<file path="src/rtl/cpu_pkg.sv">
// Shared core types and constants for the fetch front end.
package cpu_pkg;

    localparam int XLEN   = 32;
    localparam int INSN_W = 32;

    localparam logic [XLEN-1:0]   RESET_PC_DEFAULT = 32'h0000_0000;
    localparam logic [INSN_W-1:0] INSN_NOP         = 32'h0000_0013;

    typedef struct packed {
        logic [XLEN-1:0]   pc;
        logic [INSN_W-1:0] insn;
    } pc_insn_t;

    typedef enum logic {
        FQ_RUN,
        FQ_DRAIN
    } fq_state_e;

    function automatic logic [XLEN-1:0] word_align(input logic [XLEN-1:0] a);
        return a & {{(XLEN-2){1'b1}}, 2'b00};
    endfunction

endpackage

</file>
<file path="src/rtl/ifetch_queue_if.sv">
// Fetch-stage bundle: instruction-memory request/response, core-side handshake, redirect.
interface ifetch_queue_if;
    import cpu_pkg::*;

    logic              imem_req;
    logic [XLEN-1:0]   imem_addr;
    logic              imem_gnt;
    logic              imem_rvalid;
    logic [INSN_W-1:0] imem_rdata;
    logic              ins_valid;
    logic [INSN_W-1:0] ins_data;
    logic [XLEN-1:0]   ins_pc;
    logic              ins_ready;
    logic              redirect_valid;
    logic [XLEN-1:0]   redirect_pc;

    modport master (
        output imem_req, imem_addr,
        input  imem_gnt, imem_rvalid, imem_rdata,
        output ins_valid, ins_data, ins_pc,
        input  ins_ready, redirect_valid, redirect_pc
    );

    modport slave (
        input  imem_req, imem_addr,
        output imem_gnt, imem_rvalid, imem_rdata,
        input  ins_valid, ins_data, ins_pc,
        output ins_ready, redirect_valid, redirect_pc
    );

endinterface

</file>
<file path="src/rtl/sync_fifo.sv">
// Generic synchronous FIFO with flush; head is presented directly from storage.
// Latency: a push is visible at the head one cycle later.
// Backpressure: push while full and pop while empty are ignored; flush wins over both.
module sync_fifo #(
    parameter int WIDTH = 64,
    parameter int DEPTH = 4
) (
    input  logic                   clk,
    input  logic                   rst,
    input  logic                   push,
    input  logic [WIDTH-1:0]       push_dat,
    input  logic                   pop,
    input  logic                   flush,
    output logic [$clog2(DEPTH):0] count,
    output logic [WIDTH-1:0]       head_dat
);
    localparam int AW = $clog2(DEPTH);
    localparam int CW = AW + 1;

    logic [WIDTH-1:0] mem [DEPTH];
    logic [AW-1:0]    rd_ptr;
    logic [AW-1:0]    wr_ptr;
    logic [CW-1:0]    cnt;
    logic             do_push;
    logic             do_pop;

    assign do_push = push && (cnt != CW'(DEPTH)) && !flush;
    assign do_pop  = pop && (cnt != '0) && !flush;

    always_ff @(posedge clk) begin
        if (rst || flush) begin
            rd_ptr <= '0;
            wr_ptr <= '0;
            cnt    <= '0;
        end else begin
            if (do_push) wr_ptr <= wr_ptr + AW'(1);
            if (do_pop)  rd_ptr <= rd_ptr + AW'(1);
            case ({do_push, do_pop})
                2'b10:   cnt <= cnt + CW'(1);
                2'b01:   cnt <= cnt - CW'(1);
                default: cnt <= cnt;
            endcase
        end
    end

    always_ff @(posedge clk) begin
        if (do_push) mem[wr_ptr] <= push_dat;
    end

    assign count    = cnt;
    assign head_dat = mem[rd_ptr];

endmodule

</file>
<file path="src/rtl/ifetch_queue.sv">
// Instruction fetch queue: credit-limited prefetch into a FIFO, redirect flush with in-flight discard.
// Latency: response word reaches ins_valid the cycle after imem_rvalid (no bypass).
// Backpressure: requests stop once outstanding + queued reaches DEPTH; ins_ready stalls the head.
module ifetch_queue
    import cpu_pkg::*;
#(
    parameter int              DEPTH    = 4,
    parameter logic [XLEN-1:0] RESET_PC = RESET_PC_DEFAULT
) (
    input  logic          clk,
    input  logic          rst,
    ifetch_queue_if.master bus
);
    localparam int CW = $clog2(DEPTH) + 1;

    logic [XLEN-1:0] fetch_pc;
    logic [XLEN-1:0] resp_pc;
    logic [CW-1:0]   outstanding;
    logic [CW-1:0]   outstanding_nxt;
    logic [CW-1:0]   discard;
    logic [CW-1:0]   discard_nxt;
    logic [CW-1:0]   count;
    logic [CW:0]     credit_used;
    fq_state_e       state;
    fq_state_e       state_nxt;
    pc_insn_t        head;
    pc_insn_t        push_ent;

    logic req;
    logic gnt_fire;
    logic rsp_fire;
    logic drop_rsp;
    logic push;
    logic pop;

    // Discarded in-flight requests still hold a credit until their response returns.
    assign credit_used = {1'b0, outstanding} + {1'b0, count};
    assign req         = !rst && !bus.redirect_valid && (credit_used < (CW+1)'(DEPTH));
    assign gnt_fire    = req && bus.imem_gnt;
    assign rsp_fire    = bus.imem_rvalid && (outstanding != '0);
    assign drop_rsp    = rsp_fire && (state == FQ_DRAIN);
    assign push        = rsp_fire && !drop_rsp && !bus.redirect_valid;
    assign pop         = bus.ins_valid && bus.ins_ready && !bus.redirect_valid;

    assign push_ent.pc   = resp_pc;
    assign push_ent.insn = bus.imem_rdata;

    always_comb begin
        outstanding_nxt = outstanding + CW'(gnt_fire) - CW'(rsp_fire);
        discard_nxt     = discard;
        if (bus.redirect_valid)
            discard_nxt = outstanding - CW'(rsp_fire);
        else if (drop_rsp)
            discard_nxt = discard - CW'(1);
        state_nxt = (discard_nxt != '0) ? FQ_DRAIN : FQ_RUN;
    end

    always_ff @(posedge clk) begin
        if (rst) begin
            state       <= FQ_RUN;
            outstanding <= '0;
            discard     <= '0;
        end else begin
            state       <= state_nxt;
            outstanding <= outstanding_nxt;
            discard     <= discard_nxt;
        end
    end

    always_ff @(posedge clk) begin
        if (rst) begin
            fetch_pc <= RESET_PC;
            resp_pc  <= RESET_PC;
        end else if (bus.redirect_valid) begin
            fetch_pc <= word_align(bus.redirect_pc);
            resp_pc  <= word_align(bus.redirect_pc);
        end else begin
            if (gnt_fire) fetch_pc <= fetch_pc + 32'd4;
            if (push)     resp_pc  <= resp_pc + 32'd4;
        end
    end

    sync_fifo #(
        .WIDTH ($bits(pc_insn_t)),
        .DEPTH (DEPTH)
    ) u_fifo (
        .clk      (clk),
        .rst      (rst),
        .push     (push),
        .push_dat (push_ent),
        .pop      (pop),
        .flush    (bus.redirect_valid),
        .count    (count),
        .head_dat (head)
    );

    assign bus.imem_req  = req;
    assign bus.imem_addr = fetch_pc;
    assign bus.ins_valid = (count != '0);
    assign bus.ins_pc    = head.pc;
    assign bus.ins_data  = bus.ins_valid ? head.insn : INSN_NOP;

endmodule
</file>
<file path="src/flat_wrapper.sv">
// flat-port wrapper written by rule: the top's interface ports become plain ports
module ifetch_queue_flat import cpu_pkg::*;
#(
    parameter int              DEPTH    = 4,
    parameter logic [XLEN-1:0] RESET_PC = RESET_PC_DEFAULT
)
  (clk, rst, bus_imem_req, bus_imem_addr, bus_imem_gnt, bus_imem_rvalid, bus_imem_rdata, bus_ins_valid, bus_ins_data, bus_ins_pc, bus_ins_ready, bus_redirect_valid, bus_redirect_pc);
  ifetch_queue_if bus_i ();
  input  logic clk;
  input  logic rst;
  output wire logic [$bits(bus_i.imem_req)-1:0] bus_imem_req;
  output wire logic [$bits(bus_i.imem_addr)-1:0] bus_imem_addr;
  input wire logic [$bits(bus_i.imem_gnt)-1:0] bus_imem_gnt;
  input wire logic [$bits(bus_i.imem_rvalid)-1:0] bus_imem_rvalid;
  input wire logic [$bits(bus_i.imem_rdata)-1:0] bus_imem_rdata;
  output wire logic [$bits(bus_i.ins_valid)-1:0] bus_ins_valid;
  output wire logic [$bits(bus_i.ins_data)-1:0] bus_ins_data;
  output wire logic [$bits(bus_i.ins_pc)-1:0] bus_ins_pc;
  input wire logic [$bits(bus_i.ins_ready)-1:0] bus_ins_ready;
  input wire logic [$bits(bus_i.redirect_valid)-1:0] bus_redirect_valid;
  input wire logic [$bits(bus_i.redirect_pc)-1:0] bus_redirect_pc;
  assign bus_imem_req = bus_i.imem_req;
  assign bus_imem_addr = bus_i.imem_addr;
  assign bus_i.imem_gnt = bus_imem_gnt;
  assign bus_i.imem_rvalid = bus_imem_rvalid;
  assign bus_i.imem_rdata = bus_imem_rdata;
  assign bus_ins_valid = bus_i.ins_valid;
  assign bus_ins_data = bus_i.ins_data;
  assign bus_ins_pc = bus_i.ins_pc;
  assign bus_i.ins_ready = bus_ins_ready;
  assign bus_i.redirect_valid = bus_redirect_valid;
  assign bus_i.redirect_pc = bus_redirect_pc;
  ifetch_queue #(.DEPTH(DEPTH), .RESET_PC(RESET_PC)) u_core (.clk(clk), .rst(rst), .bus(bus_i));
endmodule
</file>
<file path="config.mk">
export PLATFORM = sky130hd
export DESIGN_NAME = ifetch_queue_flat
export DESIGN_NICKNAME = d
export VERILOG_FILES = /design/src/rtl/cpu_pkg.sv /design/src/rtl/ifetch_queue_if.sv /design/src/rtl/sync_fifo.sv /design/src/rtl/ifetch_queue.sv /design/src/flat_wrapper.sv
export SDC_FILE = /design/constraint.sdc
export NUM_CORES = 1
export LEC_CHECK = 0
export CAP_MARGIN = 20
export CORE_ASPECT_RATIO = 0.75
export CORE_UTILIZATION = 60
export DETAILED_ROUTE_END_ITERATION = 16
export PLACE_DENSITY = 0.85
export SYNTH_ARGS = -nofsm -noshare
export SYNTH_HDL_FRONTEND = slang
export SYNTH_SLANG_ARGS = --single-unit
</file>
<file path="constraint.sdc">
create_clock -name clk -period 7.85 [get_ports clk]
set_input_delay 1.9625 -clock clk [delete_from_list [all_inputs] [get_ports clk]]
set_output_delay 1.9625 -clock clk [all_outputs]
set_load 0.01 [all_outputs]
</file>
==> flow_summary.yaml, run 1 <==
run_status:
  status: "finished, final reports clean"
worst_setup_path:
  r2r-start: "u_core.outstanding[1]"
  worstReg2RegEnd: "u_core.u_fifo.mem[0][48]"
  cpPeakStageDelay_ns: 0.53
  end_kind: "primary output"
  worstPathCellList: "clkdlybuf4s50_1 -> nor4_4 -> and2_1 -> clkdlybuf4s50_1"
  path_max_fanout: 3
  cp.required_ns: 5.89
  crit_arrival_ns: 3.46
  cpMostUsedCell: "clkdlybuf4s50_1"
  critPathKind: "input pin to primary output"
  startpoint_type: "input pin"
  reg2reg_slack_ns: 4.47
  r2r_cells: 6
  cpMaxStageDelayCell: "clkdlybuf4s50_1"
pwr:
  irDropWorstVdd_mv: 0.250
  power.leakage_uw: 0.00529
  p_clk_share_pct: 38.8
  switching_share_pct: 22.2
  p_switching_uw: 852
  combPwrFrac_pct: 9.3
  p_int_uw: 2980
  pwr-share-seq_pct: 51.8
  power-per-cell-area_mw_per_mm2: 235
grt:
  grt_first_pass_wirelength_mm: 44.5
  grt.total_usage_pct: 25.0
  antenna_found_initial: 0
  grt_start_max_net_pins: 61
  grt_pass1_vias: 8143
  grt_overflow_total: 0
sta:
  slew_headroom_pct: 28.5
  fin_tns_setup_ns: 0
  worst_pin_slew_ns: 1.07
  timing.fmax_mhz: 184
  fin_crit_ns: 5.43
  fin_crit_sh_pct: 69.1
  grt_setup_unrepaired: "false"
  hold_viol: 0
  setup_violations: 0
  drv_slew: 0
  clock_skew_ns: 0.0203
synthesis:
  ys_ff_latch: 324
  yosysSeqAreaShare_pct: 67.2
  yosys_warnings: 0
  ys.flop_type: "edfxtp_1"
  syn_inst: 865
  async_flop_share_pct: 0
  ys_types: 56
  syn_avg_cell_area_um2: 15.4
  synth_area_mm2: 0.0134
  synth_edf_count: 248
drt:
  first_pass_iters: 5
  totalWireLength_mm: 28.3
  drt-initial-drc-count: 641
  drc: 0
  vias: 8118
  wl_per_cell_um: 21.1
  drtAntennaViolNets: 0
  via_per_inst: 6.06
placement:
  dp_cells: 1284
  dp_hpwl_mm: 17.6
  gp_congestion: 0.837
  portBuffers: 161
  dpl_cell_area_mm2: 0.0153
cts:
  cts.path.max_buffers: 3
  hold_buffers: 0
  clkLatencyLatePin_ns: 0.55
  post_cts_resized: 0
  cts_tree: "done"
  cts_buffers: 30
  htree_levels: 1
  clk_pin_slew_worst_paths_ns: 0.06
  cts_sinks: 324
  cts_setup_buffers: 0
  cts-root-buf: "clkbuf_16"
worst_hold_path:
  hold_class: "flop to flop"
  worstHoldEndpoint: "u_core.bus.imem_addr[26]"
  min_path_cells: 2
  hp-start: "u_core.bus.imem_addr[26]"
finish:
  final_area_mm2: 0.0163
  final_cells: 1340
  area_growth_pct: 21.9
  nNetsFinal: 1114
  antenna_cells: 0
  drive_gt1_share_pct: 13.8
  post-route-util_pct: 75.8
die:
  die_area_mm2: 0.0229
  ios: 168
  floorplan.initialDensity_pct: 62.2
  row_count: 46
  dieHeight_um: 131
  die_x_um: 174
  core-area_mm2: 0.0215
flow_run:
  maxCapViolations: 0
## Yosys cell counts (5+ instances only)
library cell / n / area (um2)
a211oi_1: 20 / 150
a21boi_0: 14 / 105
a21oi_1: 20 / 100
a31oi_1: 20 / 125
and3_1: 8 / 50.1
and4_1: 5 / 43.8
buf_2: 11 / 55.1
buf_4: 5 / 37.5
clkbuf_1: 27 / 101
dfxtp_1: 76 / 1520
edfxtp_1: 248 / 7450
ha_1: 14 / 175
inv_1: 27 / 101
mux4_2: 62 / 1400
nand2_1: 35 / 131
nand3_1: 28 / 140
nand4_1: 29 / 181
nor2_1: 53 / 199
nor2b_1: 31 / 194
nor3_1: 6 / 30.0
o21ai_0: 13 / 65.1
or2_2: 5 / 31.3
or3_1: 6 / 37.5
xnor2_1: 13 / 114
xor2_1: 33 / 289
## layout by cell type (no fill, tap or decap), drive strengths merged, types with 14 or more instances in the layout
master / count
a211oi: 20
a21boi: 14
a21oi: 20
a31oi: 20
buf: 14
clkbuf: 39
clkdlybuf4s50: 160
dfxtp: 76
edfxtp: 248
ha: 14
inv: 28
mux4: 62
nand2: 35
nand3: 29
nand4: 30
nor2: 53
nor2b: 31
xor2: 33
## power groups by stage
| stage | registers, uW | logic (uW) | clock network [uW] |
|---|---|---|---|
| after floorplan | 2010 | 203 | 0 |
| after detailed placement | 2020 | 357 | 0 |
| final | 1990 | 358 | 1490 |
| after global placement | 2020 | 348 | 0 |
| after CTS | 1990 | 360 | 1510 |
| after global routing | 1990 | 389 | 1560 |
## state kept, by name, summed over array words and instances, names as in the netlist, named ones only
register / cells
u_core.outstanding: 3
u_core.discard: 3
u_core.u_fifo.count: 3
u_core.resp_pc: 30
u_core.u_fifo.wr_ptr: 2
u_core.bus.imem_addr: 30
u_core.state: 1
u_core.u_fifo.mem: 248
u_core.u_fifo.rd_ptr: 2
## metal layers
metal / vias to the layer above / global-route usage (%) / wire length [um]
met5: - / 0 / 0
met4: 0 / 6.58 / 585
li1: 3656 / - / -
met3: 52 / 3.59 / 1950
met1: 4058 / 36.4 / 12400
met2: 352 / 40.1 / 13400
## worst max-delay path by stage
stage               slack (ns)  depth (start not counted)                 endpoint                from
finish                    2.42                          4             bus_imem_req  bus_redirect_valid
global route              2.38                          4             bus_imem_req  bus_redirect_valid
CTS                       2.42                          4             bus_imem_req  bus_redirect_valid
detailed placement        2.43                          4             bus_imem_req  bus_redirect_valid
global placement          2.43                          4             bus_imem_req  bus_redirect_valid
floorplan                 3.10                          5  u_core.u_fifo.mem[0][0]  bus_redirect_valid
## worst max-delay path, delay by kind of cell
family / cells / cell delay [ns]
buffers and inverters: 2 / 0.99
and+or+nand+nor: 2 / 0.51
## area by class of cell
| cell class | instances | area (um2) |
|---|---|---|
| clock buffers | 39 | 836 |
| clock inverters | 17 | 188 |
| fillers | 1260 | 5190 |
| inverters | 29 | 109 |
| multi-input cells | 469 | 4100 |
| flip-flops and latches | 324 | 8970 |
| well taps | 288 | 360 |
| repair buffers | 174 | 1720 |
## logic make-up (layout without fill, tap and decap cells)
| group | after synthesis | count (layout) | share of synthesized area (%) |
|---|---|---|---|
| adders and majority gates | 16 | 16 | 1.61 |
| AOI/OAI and AO/OA | 104 | 104 | 5.18 |
| and+or+nand+nor | 230 | 230 | 9.62 |
| DFF | 324 | 324 | 67.2 |
| muxes | 69 | 69 | 11.0 |
| other | 1 | 4 | 0.0281 |
| xor gates and xnor gates | 46 | 46 | 3.02 |
| buffers and inverters | 75 | 259 | 2.35 |
## metrics by stage
step	worst slack, ns	hold slack, ns	power [uW]
finish	2.42	0.532	3830
global route	2.38	0.553	3950
CTS	2.42	0.532	3850
detailed placement	2.43	0.521	2380
global placement	2.43	0.507	2360
floorplan	3.10	0.480	2210
Note: power is estimated with default switching activity, not from simulation.
==> run 2: changes to the inputs <==
CORE_UTILIZATION = 50   (was 60)
PLACE_DENSITY = 0.76   (was 0.85)
clock period = 4.8 ns   (was 7.85 ns; I/O delays follow)
==> run 2 against run 1 <==
  * Core utilization down 13 points
  * Register-to-register slack got worse by 2.6 ns
  * Non-clock buffer count grew 4
  * First-iteration DRC count fell by 1.9%
  * Wire length is 0.94% lower
  * Combinational power up 65%
==> flow_summary.yaml, run 2 (synthesized netlist as in run 1, its figures left out) <==
cts:
  cts_sinks: 324
  cts-root-buf: "clkbuf_16"
  cts_buffers: 30
  cts_setup_buffers: 0
  htree_levels: 1
  post_cts_resized: 0
  clk_pin_slew_worst_paths_ns: 0.06
  cts.path.max_buffers: 3
  clkLatencyLatePin_ns: 0.54
  hold_buffers: 0
  cts_tree: "done"
die:
  core-area_mm2: 0.0261
  floorplan.initialDensity_pct: 51.2
  ios: 168
  row_count: 51
  die_area_mm2: 0.0274
  dieHeight_um: 144
  die_x_um: 191
sta:
  timing.fmax_mhz: 255
  fin_crit_ns: 3.92
  fin_tns_setup_ns: 0
  worst_pin_slew_ns: 0.816
  grt_setup_unrepaired: "false"
  slew_headroom_pct: 45.3
  clock_skew_ns: 0.00698
  setup_violations: 0
  hold_viol: 0
  fin_crit_sh_pct: 81.6
  drv_slew: 0
worst_setup_path:
  cp.required_ns: 3.60
  r2r_cells: 12
  end_kind: "primary output"
  worstReg2RegEnd: "u_core.u_fifo.count[2]"
  reg2reg_slack_ns: 1.82
  path_max_fanout: 18
  crit_arrival_ns: 2.72
  critPathKind: "flop to primary output"
  startpoint_type: "flop"
  r2r-start: "u_core.outstanding[1]"
finish:
  final_area_mm2: 0.0165
  layout_commonest_cell: "edfxtp_1"
  antenna_cells: 0
  n_fill_cell: 1895
  layout_common_cells: "edfxtp_1 (248), clkdlybuf4s50_1 (160), dfxtp_1 (74), mux4_2 (62), nor2_1 (53)"
  final_cells: 1400
  largest-register: "u_core.u_fifo.mem"
  area_growth_pct: 23.2
  largest_reg_flops: 248
  drive_gt1_share_pct: 14.2
  nNetsFinal: 1118
pwr:
  irDropWorstVdd_mv: 0.329
  power.leakage_uw: 0.00534
  power-per-cell-area_mw_per_mm2: 384
drt:
  drtAntennaViolNets: 0
  totalWireLength_mm: 28.1
  drt-initial-drc-count: 629
  drc: 0
  first_pass_iters: 4
  via_per_inst: 5.68
  wl_per_cell_um: 20.0
  vias: 7949
worst_hold_path:
  min_path_cells: 2
  hold_class: "flop to flop"
  hp-start: "u_core.bus.imem_addr[18]"
  worstHoldEndpoint: "u_core.bus.imem_addr[18]"
flow_run:
  maxCapViolations: 0
grt:
  grt_pass1_vias: 8007
  grt_overflow_total: 0
  antenna_found_initial: 0
  grt.total_usage_pct: 20.9
  grt_first_pass_wirelength_mm: 44.0
  grt_start_max_net_pins: 72
placement:
  dp_hpwl_mm: 17.9
  dpl_cell_area_mm2: 0.0154
  dp_cells: 1343
  portBuffers: 161
  gp_congestion: 0.789
run_status:
  status: "finished, final reports clean"
[run 2: cell count changes in the layout (fill, tap and decap cells not counted)]
cell        previous run  this run
nor4_1                 1         2
buf_12                 1         5
clkinv_4               1         0
clkbuf_8               3         4
nor4_2                 2         1
inv_2                  1         2
clkinvlp_2             0         1
bufinv_16              4         5
clkinvlp_4             2         1
clkbuf_1               5         1
clkinv_1               6         8
[run 2: cell type report]
type / instances / area (um2) / area share (%)
sequential: 324 / 8970 / 54.5
tap: 344 / 430 / 2.62
inverter: 29 / 109 / 0.662
timing repair buffer: 178 / 1800 / 10.9
multi-input combinational: 469 / 4090 / 24.9
clock inverter: 20 / 218 / 1.32
clock buffer: 36 / 835 / 5.07
[run 2: routing by layer]
metal | GRT usage, % | share of wire (%)
met3 | 3.52 | 6.2
met1 | 30.4 | 45
met2 | 33.2 | 47
met5 | 0 | 0
met4 | 4.17 | 1.5
[run 2: report_power, final]
part	switching, uW	internal (uW)
registers	105	3140
logic	291	301
clock network	985	1500
total	1380	4940
[run 2: through the flow]
stage          power [uW]  setup slack (ns)  hold WS (ns)  utilization [%]
2_1_floorplan        3610             0.810         0.480                -
5_1_grt              6540             0.705         0.558             63.0
3_5_place_dp         3900             0.726         0.508             59.0
4_1_cts              6360             0.799         0.520             63.0
6_report             6320             0.881         0.520             63.0
3_3_place_gp         3870             0.794         0.497             59.0
[run 2: worst max-delay path by stage]
stage | start | end | slack [ns] | depth (start not counted)
final | flop | bus_ins_data[25] | 0.88 | 4
after global placement | bus_imem_rvalid | u_core.u_fifo.count[2] | 0.79 | 13
after floorplan | bus_redirect_valid | u_core.u_fifo.mem[0][0] | 0.81 | 5
after detailed placement | bus_imem_rvalid | u_core.u_fifo.count[2] | 0.73 | 13
after global routing | flop | bus_ins_data[24] | 0.70 | 4
after CTS | flop | bus_ins_data[25] | 0.80 | 4
[run 2: worst max-delay path, stage by stage, from the launching register on]
cell and delay [ns]:
dfxtp_4 0.58, buf_4 0.40, mux4_2 0.54, nor2b_1 0.14, clkdlybuf4s50_1 0.49
==> run 3: changes to the inputs <==
clock period = 3.3 ns   (was 4.8 ns; I/O delays follow)
==> run 3 against run 2 <==
  * Clock skew up 0.0058 ns
  * Hold slack better by 0.0065 ns
  * Cell area grew 1.7%
  * Critical endpoint is now bus_ins_data[4]
  * Largest power group unchanged
  * Highest routed layer unchanged
==> flow_summary.yaml, run 3 (synthesized netlist as in run 1, its figures left out) <==
sta:
  whs_ns: 0.527
  grt_setup_unrepaired: "false"
  worst_pin_slew_ns: 1.04
  fin_crit_ns: 3.21
  hold_viol: 0
  timing.fmax_mhz: 312
  setup_violations: 0
  slew_headroom_pct: 30.4
  fin_crit_sh_pct: 97.1
  drv_slew: 0
  clock_skew_ns: 0.0128
grt:
  grt.total_usage_pct: 21.0
  grt_overflow_total: 0
  antenna_found_initial: 0
  grt_first_pass_wirelength_mm: 43.6
  grt_start_max_net_pins: 72
  grt_pass1_vias: 7784
cts:
  htree_levels: 2
  cts_tree: "done"
  cts.path.max_buffers: 3
  cts_buffers: 34
  cts-root-buf: "clkbuf_16"
  cts_sinks: 324
  clk_pin_slew_worst_paths_ns: 0.06
  clkLatencyLatePin_ns: 0.50
finish:
  largest_reg_flops: 248
  layout_common_cells: "edfxtp_1 (248), clkdlybuf4s50_1 (156), dfxtp_1 (74), mux4_2 (62), nor2_1 (53)"
  area_growth_pct: 25.4
  antenna_cells: 0
  layout_commonest_cell: "edfxtp_1"
  nNetsFinal: 1137
  largest-register: "u_core.u_fifo.mem"
  drive_gt1_share_pct: 15.2
drt:
  via_per_inst: 5.68
  wl_per_cell_um: 20.0
  drc: 0
  drt-initial-drc-count: 680
  first_pass_iters: 5
  totalWireLength_mm: 28.4
  drtAntennaViolNets: 0
  vias: 8064
placement:
  dp_hpwl_mm: 18.1
  portBuffers: 161
  gp_congestion: 0.824
worst_setup_path:
  startpoint_type: "flop"
  cp.required_ns: 2.47
  end_kind: "primary output"
  worstReg2RegEnd: "u_core.u_fifo.count[2]"
  critPathKind: "flop to primary output"
  r2r-start: "u_core.outstanding[1]"
  crit_arrival_ns: 2.38
  r2r_cells: 12
  path_max_fanout: 7
  reg2reg_slack_ns: 0.88
pwr:
  power.leakage_uw: 0.00549
  power-per-cell-area_mw_per_mm2: 566
  totalPowerFinal_uw: 9470
  irDropWorstVdd_mv: 0.330
die:
  die_area_mm2: 0.0274
  core-area_mm2: 0.0261
  die_x_um: 191
  row_count: 51
  dieHeight_um: 144
  ios: 168
  floorplan.initialDensity_pct: 51.2
worst_hold_path:
  min_path_cells: 2
  hp-start: "u_core.bus.imem_addr[18]"
  hold_class: "flop to flop"
  worstHoldEndpoint: "u_core.bus.imem_addr[18]"
flow_run:
  maxCapViolations: 0
run_status:
  status: "finished, final reports clean"
-- run 3: cell count changes in the layout (fill, tap and decap cells not counted), moves of 4 or more --
| cell | change |
|---|---|
| buf_4 | +6 |
| clkbuf_1 | +7 |
| clkdlybuf4s50_1 | -4 |
| buf_12 | +6 |
| clkbuf_16 | +4 |
-- run 3: timing repair --
action                     4_1_cts  5_1_grt
resized for setup                6        1
setup endpoints to repair       12       14
gates cloned                     0        0
hold buffers                     0        0
setup buffers                    0        3
-- run 3: critical path, cell delays in order (launching register included) --
cell and delay, ns:
dfxtp_4 0.42, buf_6 0.18, mux4_2 0.50, or2_2 0.30, clkdlybuf4s50_1 0.48
-- run 3: power breakdown --
group          total, uW  internal [uW]  switching, uW  leakage [uW]
clock network       3850           2360           1490      0.000544
registers           4720           4570            156       0.00288
logic                898            471            427       0.00206
total               9470           7400           2070       0.00549
-- run 3: metal layers --
metal  GRT usage [%]  part of all wire (%)  vias to the layer above
met3            3.32                   6.1                       41
met4            5.60                   1.6                        0
met1            31.2                    46                     4007
li1                -                     -                     3713
met5               0                     0                        -
met2            32.3                    46                      303
-- run 3: final cells by class --
cell class,count,area [um2]
flip-flops and latches,324,8970
repair buffers,193,2010
fillers,1876,9360
clock buffers,44,920
multi-input cells,469,4090
clock inverters,16,204
well taps,344,430
inverters,29,109
-- run 3: worst max path at each step --
stage	to	slack (ns)	cells past startpoint
2_1_floorplan	u_core.u_fifo.mem[0][0]	0.36	5
3_3_place_gp	bus_imem_req	0.15	4
3_5_place_dp	bus_imem_req	0.13	4
4_1_cts	bus_ins_data[0]	-0.03	4
5_1_grt	bus_ins_data[3]	0.005	4
6_report	bus_ins_data[4]	0.09	4
-- run 3: per-stage QoR --
step	std cells	utilization (%)	worst slack (ns)	instance area, um2	setup TNS (ns)
floorplan	868	-	0.362	13400	0
global placement	1356	59.7	0.154	15600	0
detailed placement	1356	59.7	0.125	15600	0
CTS	1416	64.0	-0.0264	16700	-0.0264
global route	1419	64.1	0.00519	16700	0
finish	1419	64.1	0.0941	16700	0
